[src/rtl/project3_controller.sv]
// project3_controller
//
// Multi-cycle control unit for the Project 3 register-file/ALU datapath.
// It fetches 16-bit instructions over a request/valid handshake and decodes
// them. It then drives the register-file addresses, the ALU operation and the
// write enable. It also resolves the BEQZ zero-test branch.
//
// Ports:
//   clk          system clock, all state updates on the rising edge
//   reset        synchronous, active-high reset
//   start        leaves IDLE and begins fetching at pc=0 (only sampled in IDLE)
//   instr_req    instruction fetch request (high throughout FETCH)
//   instr_addr   fetch address, always equal to pc
//   instr_valid  instr_data is valid this cycle (only honoured in FETCH)
//   instr_data   16-bit instruction word
//   rf_ra/rf_rb  register-file read addresses (rs, rt)
//   rf_wa/rf_we  register-file write address and enable (WRITEBACK only)
//   alu_op       000 ADD, 001 SUB, 010 AND, 011 OR, 100 XOR, 101 PASS_A
//   alu_src_imm  ALU B operand comes from imm instead of read port B
//   imm          zero-extended immediate, instr[3:0]
//   alu_zero     datapath ALU result == 0
//   halted       HALT has executed; terminal until reset
//   illegal      sticky flag, an undefined opcode was decoded
//
// Instruction fields: op=[15:12], rd=[11:8], rs=[7:4], rt=[3:0].
// PC_W must be at least 8 so that the 8-bit branch offset fits.

module project3_controller #(
    parameter int PC_W = 8
) (
    input  logic            clk,
    input  logic            reset,
    input  logic            start,
    output logic            instr_req,
    output logic [PC_W-1:0] instr_addr,
    input  logic            instr_valid,
    input  logic [15:0]     instr_data,
    output logic [3:0]      rf_ra,
    output logic [3:0]      rf_rb,
    output logic [3:0]      rf_wa,
    output logic            rf_we,
    output logic [2:0]      alu_op,
    output logic            alu_src_imm,
    output logic [3:0]      imm,
    input  logic            alu_zero,
    output logic            halted,
    output logic            illegal
);

    localparam logic [2:0] S_IDLE      = 3'd0;
    localparam logic [2:0] S_FETCH     = 3'd1;
    localparam logic [2:0] S_DECODE    = 3'd2;
    localparam logic [2:0] S_EXECUTE   = 3'd3;
    localparam logic [2:0] S_WRITEBACK = 3'd4;
    localparam logic [2:0] S_HALTED    = 3'd5;

    logic [2:0]        state;
    logic [PC_W-1:0]   pc;
    logic [15:0]       ir;
    logic              illegal_q;

    logic [3:0]        op;
    logic              is_alu;
    logic              is_beqz;
    logic              is_halt;
    logic              is_illegal;
    logic              in_dx;
    logic signed [7:0] br_off;
    logic [PC_W-1:0]   pc_inc;
    logic [PC_W-1:0]   br_target;

    assign op         = ir[15:12];
    assign is_alu     = (op >= 4'd1) && (op <= 4'd6);
    assign is_beqz    = (op == 4'd7);
    assign is_halt    = (op == 4'd15);
    assign is_illegal = (op >= 4'd8) && (op <= 4'd14);

    // The branch offset is the 8-bit value {rd,rt}. The size cast sign-extends
    // it because br_off is signed. Both sums wrap modulo 2^PC_W.
    assign br_off    = {ir[11:8], ir[3:0]};
    assign pc_inc    = pc + PC_W'(1);
    assign br_target = pc_inc + PC_W'(br_off);

    // Main sequencer. IR is captured only in FETCH, so instr_valid in any other
    // state has no effect. NOP and illegal opcodes retire straight from
    // DECODE. BEQZ is resolved in EXECUTE by sampling alu_zero while the ALU
    // passes reg[rs] through.
    always_ff @(posedge clk) begin
        if (reset) begin
            state     <= S_IDLE;
            pc        <= '0;
            ir        <= '0;
            illegal_q <= 1'b0;
        end else begin
            case (state)
                S_IDLE: begin
                    if (start) begin
                        state <= S_FETCH;
                    end
                end
                S_FETCH: begin
                    if (instr_valid) begin
                        ir    <= instr_data;
                        state <= S_DECODE;
                    end
                end
                S_DECODE: begin
                    if (is_halt) begin
                        state <= S_HALTED;
                    end else if (is_alu || is_beqz) begin
                        state <= S_EXECUTE;
                    end else begin
                        pc    <= pc_inc;
                        state <= S_FETCH;
                        if (is_illegal) begin
                            illegal_q <= 1'b1;
                        end
                    end
                end
                S_EXECUTE: begin
                    if (is_beqz) begin
                        pc    <= alu_zero ? br_target : pc_inc;
                        state <= S_FETCH;
                    end else begin
                        state <= S_WRITEBACK;
                    end
                end
                S_WRITEBACK: begin
                    pc    <= pc_inc;
                    state <= S_FETCH;
                end
                S_HALTED: begin
                    state <= S_HALTED;
                end
                default: begin
                    state <= S_IDLE;
                end
            endcase
        end
    end

    // Moore outputs decoded from state and IR only. The datapath controls are
    // held from DECODE through WRITEBACK. They are forced to zero elsewhere,
    // so a stale IR never leaks out while idle, fetching or halted.
    always_comb begin
        in_dx       = (state == S_DECODE) || (state == S_EXECUTE) ||
                      (state == S_WRITEBACK);
        instr_req   = (state == S_FETCH);
        instr_addr  = pc;
        rf_ra       = 4'd0;
        rf_rb       = 4'd0;
        rf_wa       = 4'd0;
        rf_we       = 1'b0;
        alu_op      = 3'b000;
        alu_src_imm = 1'b0;
        imm         = 4'd0;
        halted      = (state == S_HALTED);
        illegal     = illegal_q;

        if (in_dx) begin
            rf_ra       = ir[7:4];
            rf_rb       = ir[3:0];
            imm         = ir[3:0];
            alu_src_imm = (op == 4'd6);
            case (op)
                4'd1:    alu_op = 3'b000;
                4'd2:    alu_op = 3'b001;
                4'd3:    alu_op = 3'b010;
                4'd4:    alu_op = 3'b011;
                4'd5:    alu_op = 3'b100;
                4'd6:    alu_op = 3'b000;
                4'd7:    alu_op = 3'b101;
                default: alu_op = 3'b000;
            endcase
        end

        if (state == S_WRITEBACK) begin
            rf_we = 1'b1;
            rf_wa = ir[11:8];
        end
    end

endmodule

[config.mk]
export PLATFORM = sky130hd
export DESIGN_NAME = project3_controller
export DESIGN_NICKNAME = d
export VERILOG_FILES = /design/src/rtl/project3_controller.sv
export SDC_FILE = /design/constraint.sdc
export NUM_CORES = 1
export LEC_CHECK = 0
export BUFFER_PORTS_ARGS = -buffer_cell sky130_fd_sc_hd__buf_2
export CORE_ASPECT_RATIO = 0.6
export CORE_MARGIN = 2
export CORE_UTILIZATION = 35
export CTS_CLUSTER_DIAMETER = 60
export DETAILED_ROUTE_END_ITERATION = 8
export SYNTH_ARGS = -nofsm -noshare
export SYNTH_HDL_FRONTEND = slang
export SYNTH_SLANG_ARGS = --single-unit
[constraint.sdc]
create_clock -name clk -period 6.2 [get_ports clk]
set_input_delay 0.62 -clock clk [delete_from_list [all_inputs] [get_ports clk]]
set_output_delay 0.62 -clock clk [all_outputs]
set_load 0.02 [all_outputs]
==> out/metrics.yaml, run 1 <==
cells_and_area:
  layout_common_cells: "buf_2, nand2_1, dfxtp_1"
  area_growth_pct: 17.4
  n_antenna_cell: 0
  layout_commonest_cell: "buf_2"
  drive_gt1_frac: 0.217
  fin_nets: 318
  stdcell_area_um2: 2180
  final_cell_count_no_fill: 352
timing:
  setup_viol: 0
  drv_slew: 0
  max_slew_margin: 0.437
  min_period_over_period: 0.521
  whs_ps: 458
  worst_pin_slew_ps: 842
  hold_viol: 0
  fin_worst_skew_ps: 4.18
  post-route-min-period_ps: 3230
  max_freq_ghz: 0.310
  setup_tns_ps: 0
  rsz0062_at_grt: "false"
clock_tree:
  ctsHoldBuffers: 0
  post_cts_buffers: 0
  cts_resized: 0
  cts-root-buf: "clkbuf_8"
  clockBufferDepth: 2
  htree_num_levels: 1
  cts_sinks: 28
  clk_pin_slew_ps: 110
  cts_buffers: 3
  insertion_delay_ps: 280
  tritoncts: "done"
critical_path:
  crit_required_ps: 6370
  path_cells: "ha_1, nand3_1, xnor2_1, ha_1, nand3_1, o22ai_1, o21ai_1, a211oi_1, mux2_2, or4b_1"
  cp_max_fo: 5
  crit_buf_inv: 0
  crit_slowest_cell: "or4b_1"
  cpLargestDelayFamily: "compound AO/OA/AOI/OAI gates"
  crit_cells: 10
  cpPeakStageDelay_ps: 490
  rr_worst_depth: 10
  crit_type: "reg -> reg"
  cp.arrival_ps: 3400
  startpoint_type: "flip-flop"
  r2r_slack_ps: 2970
  endpoint_kind: "flip-flop"
grt:
  grt_first_pass_wirelength_um: 7900
  antenna_found_initial: 0
  grt_use_met3: 0.0380
  use_met2: 0.250
  met1_usage: 0.247
  grt_overflow: 0
  grt_pass1_vias: 1627
  grt_usage: 0.165
  grt_max_degree: 30
  busiest_layer: "met2"
die:
  pin_count: 53
  core_um2: 5080
  die_area_um2: 5930
  rows: 20
  fp.dieH_um: 60.5
  initial_utilization: 0.366
  die_w_um: 98.1
detailed_routing:
  wl_per_cell_um: 13.6
  drt_iter0_drc: 59
  vias_per_cell: 5.03
  drtPass1Iterations: 4
  remaining_drc_errors: 0
  wl_um: 4780
  ant_nets: 0
  vias: 1770
power:
  p_per_area_nw_per_um2: 206
  ir_worst_vdd_v: 0.0000995
  p_total_uw: 450
  leakagePower_uw: 0.000973
synth:
  async_reset_ff_frac: 0
  synth.cell_area_um2: 1860
  syn_avg_cell_area_um2: 7.47
  yosysTopAreaCell: "dfxtp_1"
  synth-edff-count: 0
  synth_top_cell_area_share: 0.301
  synth_nets: 280
  synthCells: 249
  ys_warn_count: 0
  synth_ff_type: "dfxtp_1"
  ys_ff_latch: 28
  ys_seq_area_frac: 0.301
  synth_cell_types: 45
  netlist_top_cells_area: "dfxtp_1, nand2_1, a21oi_1, ha_1, nor2_1"
worst_hold_path:
  whs_path_depth: 2
  hold_path_class: "reg -> reg"
place:
  place.gp.congestion: 0.773
  dp_hpwl_um: 3520
  placed_area_um2: 2110
  portBuffers: 52
  dp_cells: 348
job:
  cap_violations: 0
run_status:
  status: "complete, no violations"
where the power goes:
| part | leakage (uW) | internal [uW] | total, uW | switching, uW |
|---|---|---|---|---|
| registers | 0.000228 | 192 | 207 | 14.9 |
| logic | 0.000710 | 36.8 | 91.8 | 55.1 |
| clock network | 0.0000357 | 86.6 | 152 | 65.3 |
| total | 0.000973 | 315 | 450 | 135 |
cell families after synthesis:
logic type	share of synthesized area
DFF	0.301
AOI/OAI and AO/OA	0.184
and+or+nand+nor	0.314
buffers and inverters	0.0592
xor gates and xnor gates	0.0424
adders and majority gates	0.0713
muxes	0.0283
layer usage:
metal | wire length, um | part of all wire
met4 | 13 | 0.0027
met1 | 2640 | 0.55
met3 | 246 | 0.051
met2 | 1890 | 0.39
met5 | 0 | 0
layout make-up:
cell class | instances | area (um^2)
repair buffers | 52 | 260
clock inverters | 1 | 30.0
fillers | 558 | 2900
well taps | 66 | 82.6
multi-input cells | 197 | 1190
flip-flops and latches | 28 | 561
clock buffers | 3 | 41.3
inverters | 5 | 18.8
cells in the mapped netlist (3+ instances only):
cell	number
dfxtp_1	28
and3_1	6
buf_4	4
a211oi_1	3
mux2i_1	3
xor2_1	3
clkbuf_1	11
nand2_1	46
and2_1	5
a311oi_1	3
ha_1	9
nor2b_1	10
a21o_1	3
nor2_1	17
nor3b_1	3
nand3_1	8
nor3_1	10
o21ai_0	11
inv_1	4
xnor2_1	6
buf_2	4
a21oi_1	26
registers in the layout, summed over array words and instances (netlist names):
name and flops:
illegal 1, instr_addr 8, ir 16, state 3
metrics by stage:
stage	utilization	worst slack [ps]
after floorplan	-	3190
after global placement	0.416	3150
after detailed placement	0.416	3010
after CTS	0.430	2990
after global routing	0.430	2760
final	0.430	2970
final timing paths:
kind,start,to
hold / removal,ir[7]$_SDFFE_PP0P_,ir[7]$_SDFFE_PP0P_
setup reg to reg,instr_addr[1]$_SDFFE_PP0P_,instr_addr[7]$_SDFFE_PP0P_
setup / recovery,instr_addr[1]$_SDFFE_PP0P_,instr_addr[7]$_SDFFE_PP0P_
hold reg to reg,ir[7]$_SDFFE_PP0P_,ir[7]$_SDFFE_PP0P_
worst reg2reg max path, delay by kind of cell, from the launching register on:
kind	cells	cell delay, ps
compound gates	3	850
xor+xnor	1	160
fa+ha+maj	2	640
flops	1	380
mux	1	380
simple gates	3	710
(Power assumes the default switching activity.)
==> inputs of run 2 (changes only) <==
--- a/config.mk
+++ b/config.mk
@@ -5,6 +5,7 @@
 export SDC_FILE = /design/constraint.sdc
 export NUM_CORES = 1
 export LEC_CHECK = 0
+export ABC_AREA = 1
 export BUFFER_PORTS_ARGS = -buffer_cell sky130_fd_sc_hd__buf_2
 export CORE_ASPECT_RATIO = 0.6
 export CORE_MARGIN = 2
==> constraint.sdc (replaced) <==
create_clock -name clk -period 3.1 [get_ports clk]
set_input_delay 0.31 -clock clk [delete_from_list [all_inputs] [get_ports clk]]
set_output_delay 0.31 -clock clk [all_outputs]
set_load 0.02 [all_outputs]
==> run 2 against run 1 <==
  * Sequential power up 110%
  * Via count shrank 2.4%
  * Hold slack got worse by 160 ps
  * Count of clock-buffer cells in the layout unchanged
  * Global-route usage up 0.46 points
  * Worst setup slack worse by 2300 ps
  * First-iteration DRC count up 15%
  * Highest routed layer unchanged
==> out/metrics.yaml, run 2 <==
timing:
  drv_slew: 0
  setup_tns_ps: 0
  setup_ws_ps: 662
  max_freq_ghz: 0.410
  max_slew_margin: 0.395
  fin_worst_skew_ps: 1.96
  rsz0062_at_grt: "false"
  setup_viol: 0
  min_period_over_period: 0.786
  hold_viol: 0
  worst_pin_slew_ps: 906
  post-route-min-period_ps: 2440
synth:
  netlist_top_cells_area: "dfxtp_1, a21oi_1, nand2_1, inv_1, o21ai_0"
  async_reset_ff_frac: 0
  synth.cell_area_um2: 1740
  synth-edff-count: 0
  synth_ff_type: "dfxtp_1"
  yosysTopAreaCell: "dfxtp_1"
  ys_seq_area_frac: 0.322
  ys_warn_count: 0
  synthCells: 253
  ys_top_cells_by_count: "nand2_1, inv_1, a21oi_1"
  syn_avg_cell_area_um2: 6.88
  ys_ff_latch: 28
  synth_most_common_cell: "nand2_1"
  synth_cell_types: 32
  synth_nets: 284
  synth_top_cell_area_share: 0.322
detailed_routing:
  wl_um: 4340
  wl_per_cell_um: 12.0
  remaining_drc_errors: 0
  ant_nets: 0
  vias: 1728
  drtPass1Iterations: 4
  drt_iter0_drc: 68
  vias_per_cell: 4.79
power:
  leakagePower_uw: 0.00102
  p_per_area_nw_per_um2: 468
  ir_worst_vdd_v: 0.000186
clock_tree:
  cts_buffers: 3
  cts_resized: 0
  insertion_delay_ps: 280
  ctsHoldBuffers: 0
  post_cts_buffers: 0
  tritoncts: "done"
  clk_pin_slew_ps: 100
  cts_sinks: 28
  cts-root-buf: "clkbuf_8"
  clockBufferDepth: 2
  htree_num_levels: 1
critical_path:
  cp.arrival_ps: 2630
  cp-endpoint: "instr_addr[7]$_SDFFE_PP0P_"
  rr_worst_depth: 15
  endpoint_kind: "flip-flop"
  r2r_slack_ps: 660
  crit_start: "instr_addr[0]$_SDFFE_PP0P_"
  reg2reg_from: "instr_addr[0]$_SDFFE_PP0P_"
  startpoint_type: "flip-flop"
  crit_required_ps: 3290
  crit_type: "reg -> reg"
  cp_max_fo: 6
  reg2reg_to: "instr_addr[7]$_SDFFE_PP0P_"
die:
  core_um2: 4680
  rows: 19
  fp.dieH_um: 58.6
  initial_utilization: 0.372
  die_area_um2: 5570
  die_w_um: 95.1
  pin_count: 53
cells_and_area:
  layout_commonest_cell: "buf_2"
  layout_common_cells: "buf_2, nand2_1, inv_1"
  largest_reg_flops: 16
  area_growth_pct: 19.8
  stdcell_area_um2: 2090
  drive_gt1_frac: 0.238
  fin_nets: 330
  top_register: "ir"
  n_antenna_cell: 0
grt:
  grt_overflow: 0
  grt_pass1_vias: 1556
  grt_usage: 0.169
  grt_first_pass_wirelength_um: 7260
  grt_max_degree: 32
  antenna_found_initial: 0
worst_hold_path:
  hold_path_class: "in -> reg"
place:
  place.gp.congestion: 0.905
  portBuffers: 52
  dp_slack_ps: 718
  dp_hpwl_um: 3380
  placed_area_um2: 2010
job:
  cap_violations: 0
run_status:
  status: "complete, no violations"
==> run 2: cell type report <==
cell class	count	area [um^2]
fill	505	2600
multi-input combinational	174	965
sequential	28	561
timing repair buffer	52	260
inverter	40	150
tap	63	78.8
clock buffer	3	41.3
clock inverter	1	30.0
==> run 2: cells by family (layout without fill, tap and decap cells) <==
logic type | after synthesis | count (layout) | share of synthesized area
and+or+nand+nor | 94 | 94 | 0.246
buffers and inverters | 51 | 96 | 0.124
DFF | 28 | 28 | 0.322
xor gates and xnor gates | 7 | 7 | 0.0352
adders and majority gates | 10 | 10 | 0.0762
AOI/OAI and AO/OA | 63 | 63 | 0.196
==> run 2: power breakdown <==
group | switching (uW) | internal [uW] | total, uW | leakage (uW)
clock | 121 | 173 | 294 | 0.0000357
sequential | 35.0 | 398 | 433 | 0.000228
combinational | 161 | 87.0 | 248 | 0.000761
total | 317 | 658 | 976 | 0.00102
==> run 2: worst min path at each step <==
stage | from | end | slack (ps) | cells after the start
finish | instr_data[2] | ir[2]$_SDFFE_PP0P_ | 300 | 3
global route | reset | instr_addr[2]$_SDFFE_PP0P_ | 300 | 2
CTS | instr_data[2] | ir[2]$_SDFFE_PP0P_ | 290 | 3
detailed placement | ir[5]$_SDFFE_PP0P_ | ir[5]$_SDFFE_PP0P_ | 450 | 2
global placement | ir[5]$_SDFFE_PP0P_ | ir[5]$_SDFFE_PP0P_ | 440 | 2
floorplan | reset | instr_addr[0]$_SDFFE_PP0P_ | 380 | 1
==> run 2: metrics by stage <==
stage                     hold WS (ps)   util  std cells  total power (uW)
final                              300  0.445        361               976
after global routing               304  0.445        361              1040
after CTS                          290  0.445        361               982
after detailed placement           449  0.430        357               688
after global placement             443  0.430        357               690
after floorplan                    379      -        253               623
==> run 2: routing by layer <==
metal	up-vias	global-route usage	wire [um]
li1	915	-	-
met1	757	0.261	2390
met2	51	0.235	1610
met3	5	0.0410	298
met4	0	0.0373	38
met5	-	0	0
==> run 2: critical path, cell delays in order (launching register included) <==
cell and delay, ps:
dfxtp_1 430, ha_1 210, nand3_1 140, nand3b_1 200, xor2_1 170, ha_1 330
nand2_1 110, inv_1 40, a21oi_1 180, nand2_1 70, nand2_1 80, nand3_1 70
nand2_1 90, nand4_1 80, nand2_1 90, nor2_2 40
